[config.mk]
export PLATFORM = sky130hd
export DESIGN_NAME = axis_lane_accum
export DESIGN_NICKNAME = d
export VERILOG_FILES = /design/src/rtl/axis_lane_accum.sv
export SDC_FILE = /design/constraint.sdc
export NUM_CORES = 1
export LEC_CHECK = 0
export CAP_MARGIN = 20
export CORE_ASPECT_RATIO = 1.4
export CORE_MARGIN = 1
export CORE_UTILIZATION = 47
export CTS_BUF_LIST = sky130_fd_sc_hd__clkbuf_4 sky130_fd_sc_hd__clkbuf_8
export DETAILED_ROUTE_END_ITERATION = 7
export PLACE_DENSITY_LB_ADDON = 0.2
export SYNTH_ARGS = -nofsm -noshare
export SYNTH_HDL_FRONTEND = slang
export SYNTH_SLANG_ARGS = --single-unit
[constraint.sdc]
create_clock -name clk -period 3.8 [get_ports clk]
set_clock_uncertainty 0.1 [all_clocks]
set_input_delay 0.38 -clock clk [delete_from_list [all_inputs] [get_ports clk]]
set_output_delay 0.38 -clock clk [all_outputs]
set_load 0.1 [all_outputs]
[src/rtl/axis_lane_accum.sv]
// AXI-Stream lane-reduction accumulator.
// Each accepted beat is split into lanes and the lanes are summed in a registered stage.
// The lane sums are accumulated over a frame, and one result beat is emitted per frame.
module axis_lane_accum #(
    parameter int unsigned DATA_WIDTH = 64,
    parameter int unsigned LANE_WIDTH = 32,
    parameter int unsigned ACC_WIDTH  = 48,
    parameter int unsigned OUT_WIDTH  = 64,
    parameter bit          SIGNED     = 1'b0
) (
    input  logic                  clk,
    input  logic                  rstn,
    input  logic [DATA_WIDTH-1:0] s_axis_tdata,
    input  logic                  s_axis_tvalid,
    output logic                  s_axis_tready,
    input  logic                  s_axis_tlast,
    output logic [OUT_WIDTH-1:0]  m_axis_tdata,
    output logic                  m_axis_tvalid,
    input  logic                  m_axis_tready,
    output logic                  m_axis_tuser,
    input  logic [15:0]           cfg_len,
    input  logic                  clear,
    output logic                  busy,
    output logic                  ovf_sticky,
    output logic [31:0]           frame_count
);

    localparam int unsigned NUM_LANES = DATA_WIDTH / LANE_WIDTH;
    // Low-bit masks; when widths are equal the shift yields 0 and the mask becomes all ones.
    localparam logic [ACC_WIDTH-1:0] LANE_MASK = (ACC_WIDTH'(1) << LANE_WIDTH) - ACC_WIDTH'(1);
    localparam logic [OUT_WIDTH-1:0] ACC_MASK  = (OUT_WIDTH'(1) << ACC_WIDTH) - OUT_WIDTH'(1);

    typedef enum logic [1:0] {StAccum, StDrain, StOut} state_e;

    state_e                 state_q, state_d;
    logic                   accept, frame_end, handshake;
    logic [15:0]            cnt_q, len_q, eff_len;
    logic                   started_q;
    logic [ACC_WIDTH-1:0]   lane_ext, lsum_d, lsum_q, acc_q, acc_sum;
    logic [ACC_WIDTH:0]     sum_wide;
    logic                   lsum_vld_q, add_ovf, ovf_q;
    logic [OUT_WIDTH-1:0]   acc_ext, tdata_q;
    logic                   tvalid_q, tuser_q, ovf_sticky_q;
    logic [31:0]            frame_count_q;

    assign accept    = s_axis_tvalid && s_axis_tready;
    // clear wins over a simultaneous output handshake.
    assign handshake = tvalid_q && m_axis_tready && !clear;
    // cfg_len is live only on the first beat of a frame, then the latched copy applies.
    assign eff_len   = started_q ? len_q : cfg_len;
    assign frame_end = accept && (s_axis_tlast ||
                                  (eff_len != 16'd0 && (cnt_q + 16'd1) == eff_len));

    // State register
    always_ff @(posedge clk) begin
        if (!rstn || clear) begin
            state_q <= StAccum;
        end else begin
            state_q <= state_d;
        end
    end

    // Next-state logic
    always_comb begin
        state_d = state_q;
        unique case (state_q)
            StAccum: if (frame_end) state_d = StDrain;
            StDrain: state_d = StOut;
            StOut:   if (handshake) state_d = StAccum;
            default: state_d = StAccum;
        endcase
    end

    // FSM-decoded outputs
    always_comb begin
        s_axis_tready = rstn && !clear && (state_q == StAccum);
        busy          = (state_q != StAccum) || started_q;
    end

    // Stage-1 lane reduction, each lane extended to the accumulator width
    always_comb begin
        lsum_d   = '0;
        lane_ext = '0;
        for (int unsigned i = 0; i < NUM_LANES; i++) begin
            lane_ext = ACC_WIDTH'(s_axis_tdata[i*LANE_WIDTH +: LANE_WIDTH]);
            if (SIGNED && s_axis_tdata[i*LANE_WIDTH + LANE_WIDTH - 1]) begin
                lane_ext = lane_ext | ~LANE_MASK;
            end
            lsum_d = lsum_d + lane_ext;
        end
    end

    // Stage-2 add with carry/overflow detection, and result extension
    always_comb begin
        sum_wide = {1'b0, acc_q} + {1'b0, lsum_q};
        acc_sum  = sum_wide[ACC_WIDTH-1:0];
        if (SIGNED) begin
            add_ovf = (acc_q[ACC_WIDTH-1] == lsum_q[ACC_WIDTH-1]) &&
                      (acc_sum[ACC_WIDTH-1] != acc_q[ACC_WIDTH-1]);
        end else begin
            add_ovf = sum_wide[ACC_WIDTH];
        end
        acc_ext = OUT_WIDTH'(acc_q);
        if (SIGNED && acc_q[ACC_WIDTH-1]) begin
            acc_ext = acc_ext | ~ACC_MASK;
        end
    end

    // Datapath, frame bookkeeping and output registers
    always_ff @(posedge clk) begin
        if (!rstn || clear) begin
            cnt_q         <= '0;
            len_q         <= '0;
            started_q     <= 1'b0;
            lsum_q        <= '0;
            lsum_vld_q    <= 1'b0;
            acc_q         <= '0;
            ovf_q         <= 1'b0;
            tdata_q       <= '0;
            tvalid_q      <= 1'b0;
            tuser_q       <= 1'b0;
            ovf_sticky_q  <= 1'b0;
            frame_count_q <= '0;
        end else begin
            lsum_vld_q <= accept;
            if (accept) begin
                lsum_q    <= lsum_d;
                cnt_q     <= cnt_q + 16'd1;
                started_q <= 1'b1;
                if (!started_q) len_q <= cfg_len;
            end
            if (lsum_vld_q) begin
                acc_q <= acc_sum;
                if (add_ovf) ovf_q <= 1'b1;
            end
            // The final lane sum lands during DRAIN, so the result is captured once in OUT.
            if (state_q == StOut && !tvalid_q) begin
                tvalid_q <= 1'b1;
                tdata_q  <= acc_ext;
                tuser_q  <= ovf_q;
            end
            if (handshake) begin
                tvalid_q      <= 1'b0;
                acc_q         <= '0;
                ovf_q         <= 1'b0;
                cnt_q         <= '0;
                started_q     <= 1'b0;
                frame_count_q <= frame_count_q + 32'd1;
                ovf_sticky_q  <= ovf_sticky_q | tuser_q;
            end
        end
    end

    assign m_axis_tdata  = tdata_q;
    assign m_axis_tvalid = tvalid_q;
    assign m_axis_tuser  = tuser_q;
    assign ovf_sticky    = ovf_sticky_q;
    assign frame_count   = frame_count_q;

endmodule

==> run metrics, run 1 <==
outcome finished, final reports clean; Die ar. 24,900 sq um; first-pass GRT wire length 46.7 mm; Pleak 5.33 nW; DRC viols 0; # IOs 187; hold path depth 2; global-route usage over all layers 0.232; met1 Usage GRT 0.250; Hold Vio Cnt, Final 0; ys async rst share 0; final WL 29.3 mm; drt wl/cell 15.7 um; buffers and inverters on the worst path 0; hold crit path type reg -> reg; initial DRC count 359; initial antenna violation count 0; Slew HR 0.318; CTS tree done; Clock transition at path regs 0.07 ns; final number of setup-violating endpoints 0; FF-to-FF End acc_q[42]; ANT cells 0; nets 1,693; Critical Path Source Type flip-flop; Post-synth top cells dfxtp_1 (201), nand2_1 (190), a21oi_1 (136), nor2_1 (129), xor2_1 (73); total gr overflow 0; crit path DAT 3.52 ns; met2 GRT Util 0.443; max-cap viol count 0; CTS HTree Levels 2; Worst setup startpoint lsum_q[0]; DR pass1 iterations 5; Critical Path Sink Type flip-flop; number of global-route vias before repair 9,560; register area share after synthesis 0.353; starting density of the core 0.477; hpwl dp 22.1 mm; Die Height 186 um; Synth top area share 0.353; Peak Freq 315 MHz; Core Util, Final 0.586; ys flop type dfxtp_1; CP Capture Point acc_q[42]; Avg Inst Size Synth 8.23 sq um; Clock Tree Buf Depth 3; worst-margin pin slew 1.02 ns; period utilization 0.836; pins over their slew limit 0; cell accounting for the most synthesized area dfxtp_1; register cell area after layout 4020 sq um; ANT nets after route 0; area of the multi-input gates 7030 sq um; routability cong. 0.904; CP max-delay cell fa_1; largest net degree at the start of global routing 78; post-DR vias/cell 5.45; setup TNS 0 ns; start of the worst register-to-register path lsum_q[0]; Cell Chain, Critical Path ha_1 > fa_1 > a21oi_1 > o21ai_0 > o41a_1 > a22oi_2 > a31oi_4 > o221ai_4 > nand2_2 > nand4_1 > mux2i_1; Critical Path Stages 11; Mapped Area 11,400 sq um; placed insts 1,811; Fillers 2,274; Layout area overhead 22.8%; yosys synthesis warning count 0; most frequent cell after synthesis dfxtp_1; CP Class reg -> reg; EDFF count, synth 0; Yosys reg bits 201; IO Port Bufs 170; CP Max Fanout 6; num rows 67; Tmin final 3.18 ns; Gate Count Post-Synth 1,385; Clock Sinks 201; Power Density 352 nW/um^2; top cell family by delay on the critical path compound AO/OA/AOI/OAI gates; VDD IR max 0.237 mV; layout cells sized above 1 0.0675; dominant cells by area after synthesis dfxtp_1 (35%), ha_1 (7.4%), nand2_1 (6.3%); M3 GR Usage 0.0290; Post-CTS Setup Bufs 0; number of distinct library cells after synthesis 72; Core Area 23,900 sq um; Crit path largest cell delay 0.41 ns; Post-Layout Cell Count 1,866; Clock Latency Late Sink 0.52 ns; total number of vias 10,177; power consumption 4.93 mW; Critical Path RT 4.15 ns; reg2reg path depth 11; CTS root buffer clkbuf_8; CTS Hold Bufs 0; RSZ-0062 raised after global routing no; Worst R2R Setup Slack 0.62 ns; busiest metal layer after global routing met2; # resized after CTS 0; cts bufs inserted 34; die width 134 um
tightest hold or removal path, cell delays in order (launching register included):
cell and delay [ns]:
dfxtp_1 0.31, inv_1 0.05, a21oi_1 0.05
registers in the layout, summed over array words and instances (netlist names):
name / cells
acc_q: 48
m_axis_tdata: 48
lsum_q: 33
frame_count: 32
cnt_q: 16
len_q: 16
state_q: 2
lsum_vld_q: 1
m_axis_tuser: 1
m_axis_tvalid: 1
ovf_q: 1
ovf_sticky: 1
started_q: 1
worst min path at each step:
stage	from	to	slack (ns)
2_1_floorplan	ovf_q	ovf_q	0.33
3_3_place_gp	m_axis_tdata[41]	m_axis_tdata[41]	0.34
3_5_place_dp	ovf_q	ovf_q	0.34
4_1_cts	ovf_q	ovf_q	0.35
5_1_grt	m_axis_tdata[14]	m_axis_tdata[14]	0.37
6_report	ovf_q	ovf_q	0.35
cell type report:
type / instances / share of cell area
clock buffers: 44 / 0.0424
clock inverters: 10 / 0.00912
repair buffers: 182 / 0.128
inverters: 13 / 0.00349
flip-flops and latches: 201 / 0.287
multi-input cells: 1106 / 0.502
well taps: 310 / 0.0277
report_power, final:
part / internal, mW / switching (mW)
Clock: 1.22 / 0.871
Combinational: 0.270 / 0.397
Sequential: 2.14 / 0.0344
stage by stage:
| step | cell area, sq um | worst slack (ns) | hold WS (ns) |
|---|---|---|---|
| 3_5_place_dp | 13300 | 0.258 | 0.339 |
| 2_1_floorplan | 11500 | 0.466 | 0.326 |
| 4_1_cts | 14000 | 0.633 | 0.350 |
| 5_1_grt | 14000 | 0.355 | 0.375 |
| 6_report | 14000 | 0.623 | 0.351 |
| 3_3_place_gp | 13300 | 0.263 | 0.343 |
cell families (layout without fill, tap and decap cells):
family | after synthesis | after routing | synth area share
adders and majority gates | 69 | 69 | 0.0771
muxes | 37 | 37 | 0.0325
other | 1 | 16 | 0.000329
AOI/OAI and AO/OA | 343 | 343 | 0.189
buffers and inverters | 93 | 249 | 0.0368
xor gates and xnor gates | 131 | 131 | 0.101
DFF | 201 | 201 | 0.353
and+or+nand+nor | 510 | 510 | 0.210
placed cells by master, fill, tap and decap left out, types with 8 or more instances in the layout:
master / synthesis / routed
o21ai_1: 8 / 8
o21bai_1: 12 / 12
conb_1: 1 / 16
nor2_1: 129 / 129
nand2_1: 190 / 189
nand3_1: 63 / 63
buf_4: 16 / 14
inv_1: 13 / 13
xor2_1: 73 / 73
or3_1: 11 / 11
o21ai_0: 68 / 68
clkdlybuf4s50_1: 0 / 168
and3_1: 18 / 18
o211ai_1: 9 / 9
clkbuf_8: 0 / 42
nand2b_1: 10 / 8
nor4_1: 9 / 9
nand4_1: 26 / 26
a211oi_1: 10 / 10
a21oi_1: 136 / 136
mux2i_1: 37 / 37
a31oi_1: 9 / 9
a21o_1: 38 / 38
nor3_1: 10 / 9
dfxtp_1: 201 / 201
xnor2_1: 57 / 57
a22o_1: 8 / 8
ha_1: 67 / 67
per-layer routing:
layer | vias to the layer above | wire length [um]
met5 | - | 0
met4 | 0 | 1270
met2 | 224 | 15600
met3 | 66 | 934
li1 | 5154 | -
met1 | 4733 | 11500
Note: power is estimated with default switching activity, not from simulation.
==> run 2, diff against run 1 <==
==> constraint.sdc (replaced) <==
create_clock -name clk -period 2.83 [get_ports clk]
set_clock_uncertainty 0.1 [all_clocks]
set_input_delay 0.283 -clock clk [delete_from_list [all_inputs] [get_ports clk]]
set_output_delay 0.283 -clock clk [all_outputs]
set_load 0.1 [all_outputs]
==> run metrics, run 2 (synthesis gave the netlist of run 1 again) <==
Die Height 186 um (unchanged); max-cap viol count 0 (unchanged); ANT cells 0 (unchanged); CP Class reg -> reg; worst-margin pin slew 0.990 ns (-0.0300 ns); area of the multi-input gates 7110 sq um (+1.1%); cts bufs inserted 31 (-8.8%); num rows 67 (unchanged); CTS root buffer clkbuf_8; total number of vias 10,531 (+3.5%); Layout area overhead 28.0%; global-route usage over all layers 0.233 (+0.00138); Seq pwr share 0.438 (-0.003); first-pass GRT wire length 47.6 mm (+1.9%); Design Area, Final 14,600 sq um (+4.2%); # IOs 187 (unchanged); pins over their slew limit 0 (unchanged); setup TNS 0 ns (unchanged); CTS tree done; commonest non-fill, non-tap cell in the layout nand2_1; period utilization 0.993 (+0.157); Slew HR 0.340 (+0.0221); clock power share 0.411 (-0.013); Clock Latency Late Sink 0.59 ns (+0.07 ns); number of global-route vias before repair 9,960 (+4.2%); Critical Path Sink Type flip-flop; CTS Hold Bufs 0 (unchanged); initial antenna violation count 0 (unchanged); combinational share of power 0.150 (+0.015); Pint 4.88 mW (+35%); starting density of the core 0.477 (unchanged); commonest cells after routing, fill and taps aside nand2_1 (189), dfxtp_1 (187), buf_4 (183), a21oi_1 (131), nor2_1 (129); Critical Path Source Type flip-flop; Pleak 5.95 nW (+12%); final number of setup-violating endpoints 0 (unchanged); IO Port Bufs 170 (unchanged); ANT nets after route 0 (unchanged); hpwl dp 22.7 mm (+2.9%); post-DR vias/cell 5.38 (-1.4%); final hold slack 0.235 ns (-0.116 ns); Peak Freq 356 MHz (+13%); routability cong. 0.909 (+0.58%); Clock Sinks 201 (unchanged); VDD IR max 0.367 mV (+55%); initial DRC count 431 (+20%); Die ar. 24,900 sq um (unchanged); Core Util, Final 0.611 (+0.0247); Clock transition at path regs 0.06 ns (about the same); hold crit path type in -> reg; DR pass1 iterations 5 (unchanged); register cell area after layout 4040 sq um (+0.44%); nets 1,779 (+5.1%); Tmin final 2.81 ns (-0.367 ns); CP Max Fanout 5 (-1); dpl cell area 13,700 sq um (+3.2%); Core Area 23,900 sq um (unchanged); DRC viols 0 (unchanged); Critical Path RT 3.21 ns (-0.94 ns); largest net degree at the start of global routing 53 (-32%); switching part of the total power 0.266 (+0.00117); Power Density 456 nW/um^2 (+30%); CTS HTree Levels 1 (-1); Fillers 2,247 (-1.2%); Clock Tree Buf Depth 3 (unchanged); RSZ-0062 raised after global routing yes; final WL 30.3 mm (+3.3%); outcome finished, final reports clean; Switch Pwr 1.77 mW (+36%); crit path DAT 3.19 ns (-0.33 ns); Hold Vio Cnt, Final 0 (unchanged); die width 134 um (unchanged); layout cells sized above 1 0.185 (+0.118); drt wl/cell 15.5 um (-1.5%); total gr overflow 0 (unchanged)
==> run 2: cell types whose count changed in the layout (fill, tap and decap cells not counted), moves of 3 or more <==
cell and delta:
buf_4 +169, clkdlybuf4s50_1 -83, dfxtp_1 -14, dfxtp_2 +14
clkbuf_4 +6, o21ai_0 -6, a21oi_1 -5, o21ai_1 +5
a21oi_2 +4, buf_12 +3
==> run 2: what timing repair did <==
item                                   in CTS  in global routing
pin swaps                                   9                 18
setup endpoints to repair                  15                 36
buffers inserted                            8                  5
gates resized for setup                     6                 20
endpoints found under the hold margin       0                  0
==> run 2: worst max-delay path: stages, from the launching register on <==
cell and delay (ns):
dfxtp_2 0.34, ha_4 0.16, fa_2 0.35, a21oi_2 0.20, o21ai_2 0.09, o41a_1 0.36
a22oi_2 0.23, a31oi_4 0.14, o221ai_4 0.29, o21bai_2 0.13, mux2i_1 0.12, a31o_2 0.21
==> run 2: area by class of cell <==
cell class / count / area share
multi-input cells: 1106 / 0.487
flip-flops and latches: 201 / 0.277
repair buffers: 271 / 0.157
clock buffers: 49 / 0.0428
well taps: 310 / 0.0266
clock inverters: 8 / 0.00635
inverters: 13 / 0.00334
==> run 2: worst paths after layout <==
path,startpoint,end,slack (ns),cells past startpoint
worst max-delay path,acc_q[0],acc_q[30],0.02,11
worst min-delay path,cfg_len[10],len_q[10],0.23,3
worst max register to register,acc_q[0],acc_q[30],0.02,11
worst min register to register,ovf_q,ovf_q,0.35,2
==> run 2: metrics by stage <==
stage	power, mW	setup WS [ns]	std cells
6_report	6.65	0.0196	1958
3_3_place_gp	3.96	-0.491	1888
2_1_floorplan	3.60	0.00846	1400
3_5_place_dp	3.97	-0.579	1888
5_1_grt	6.93	-0.112	1958
4_1_cts	6.73	0.00336	1953
==> run 2: metal layers <==
| metal | GRT usage | part of all wire |
|---|---|---|
| met5 | 0 | 0 |
| met4 | 0.0927 | 0.035 |
| met3 | 0.0236 | 0.033 |
| met2 | 0.453 | 0.53 |
| met1 | 0.258 | 0.40 |
==> run 2: power groups by stage <==
stage / clock network, mW / logic [mW] / registers, mW
2_1_floorplan: 0 / 0.644 / 2.95
6_report: 2.74 / 0.999 / 2.92
5_1_grt: 2.92 / 1.09 / 2.92
3_3_place_gp: 0 / 0.984 / 2.98
3_5_place_dp: 0 / 0.993 / 2.98
4_1_cts: 2.81 / 0.999 / 2.92
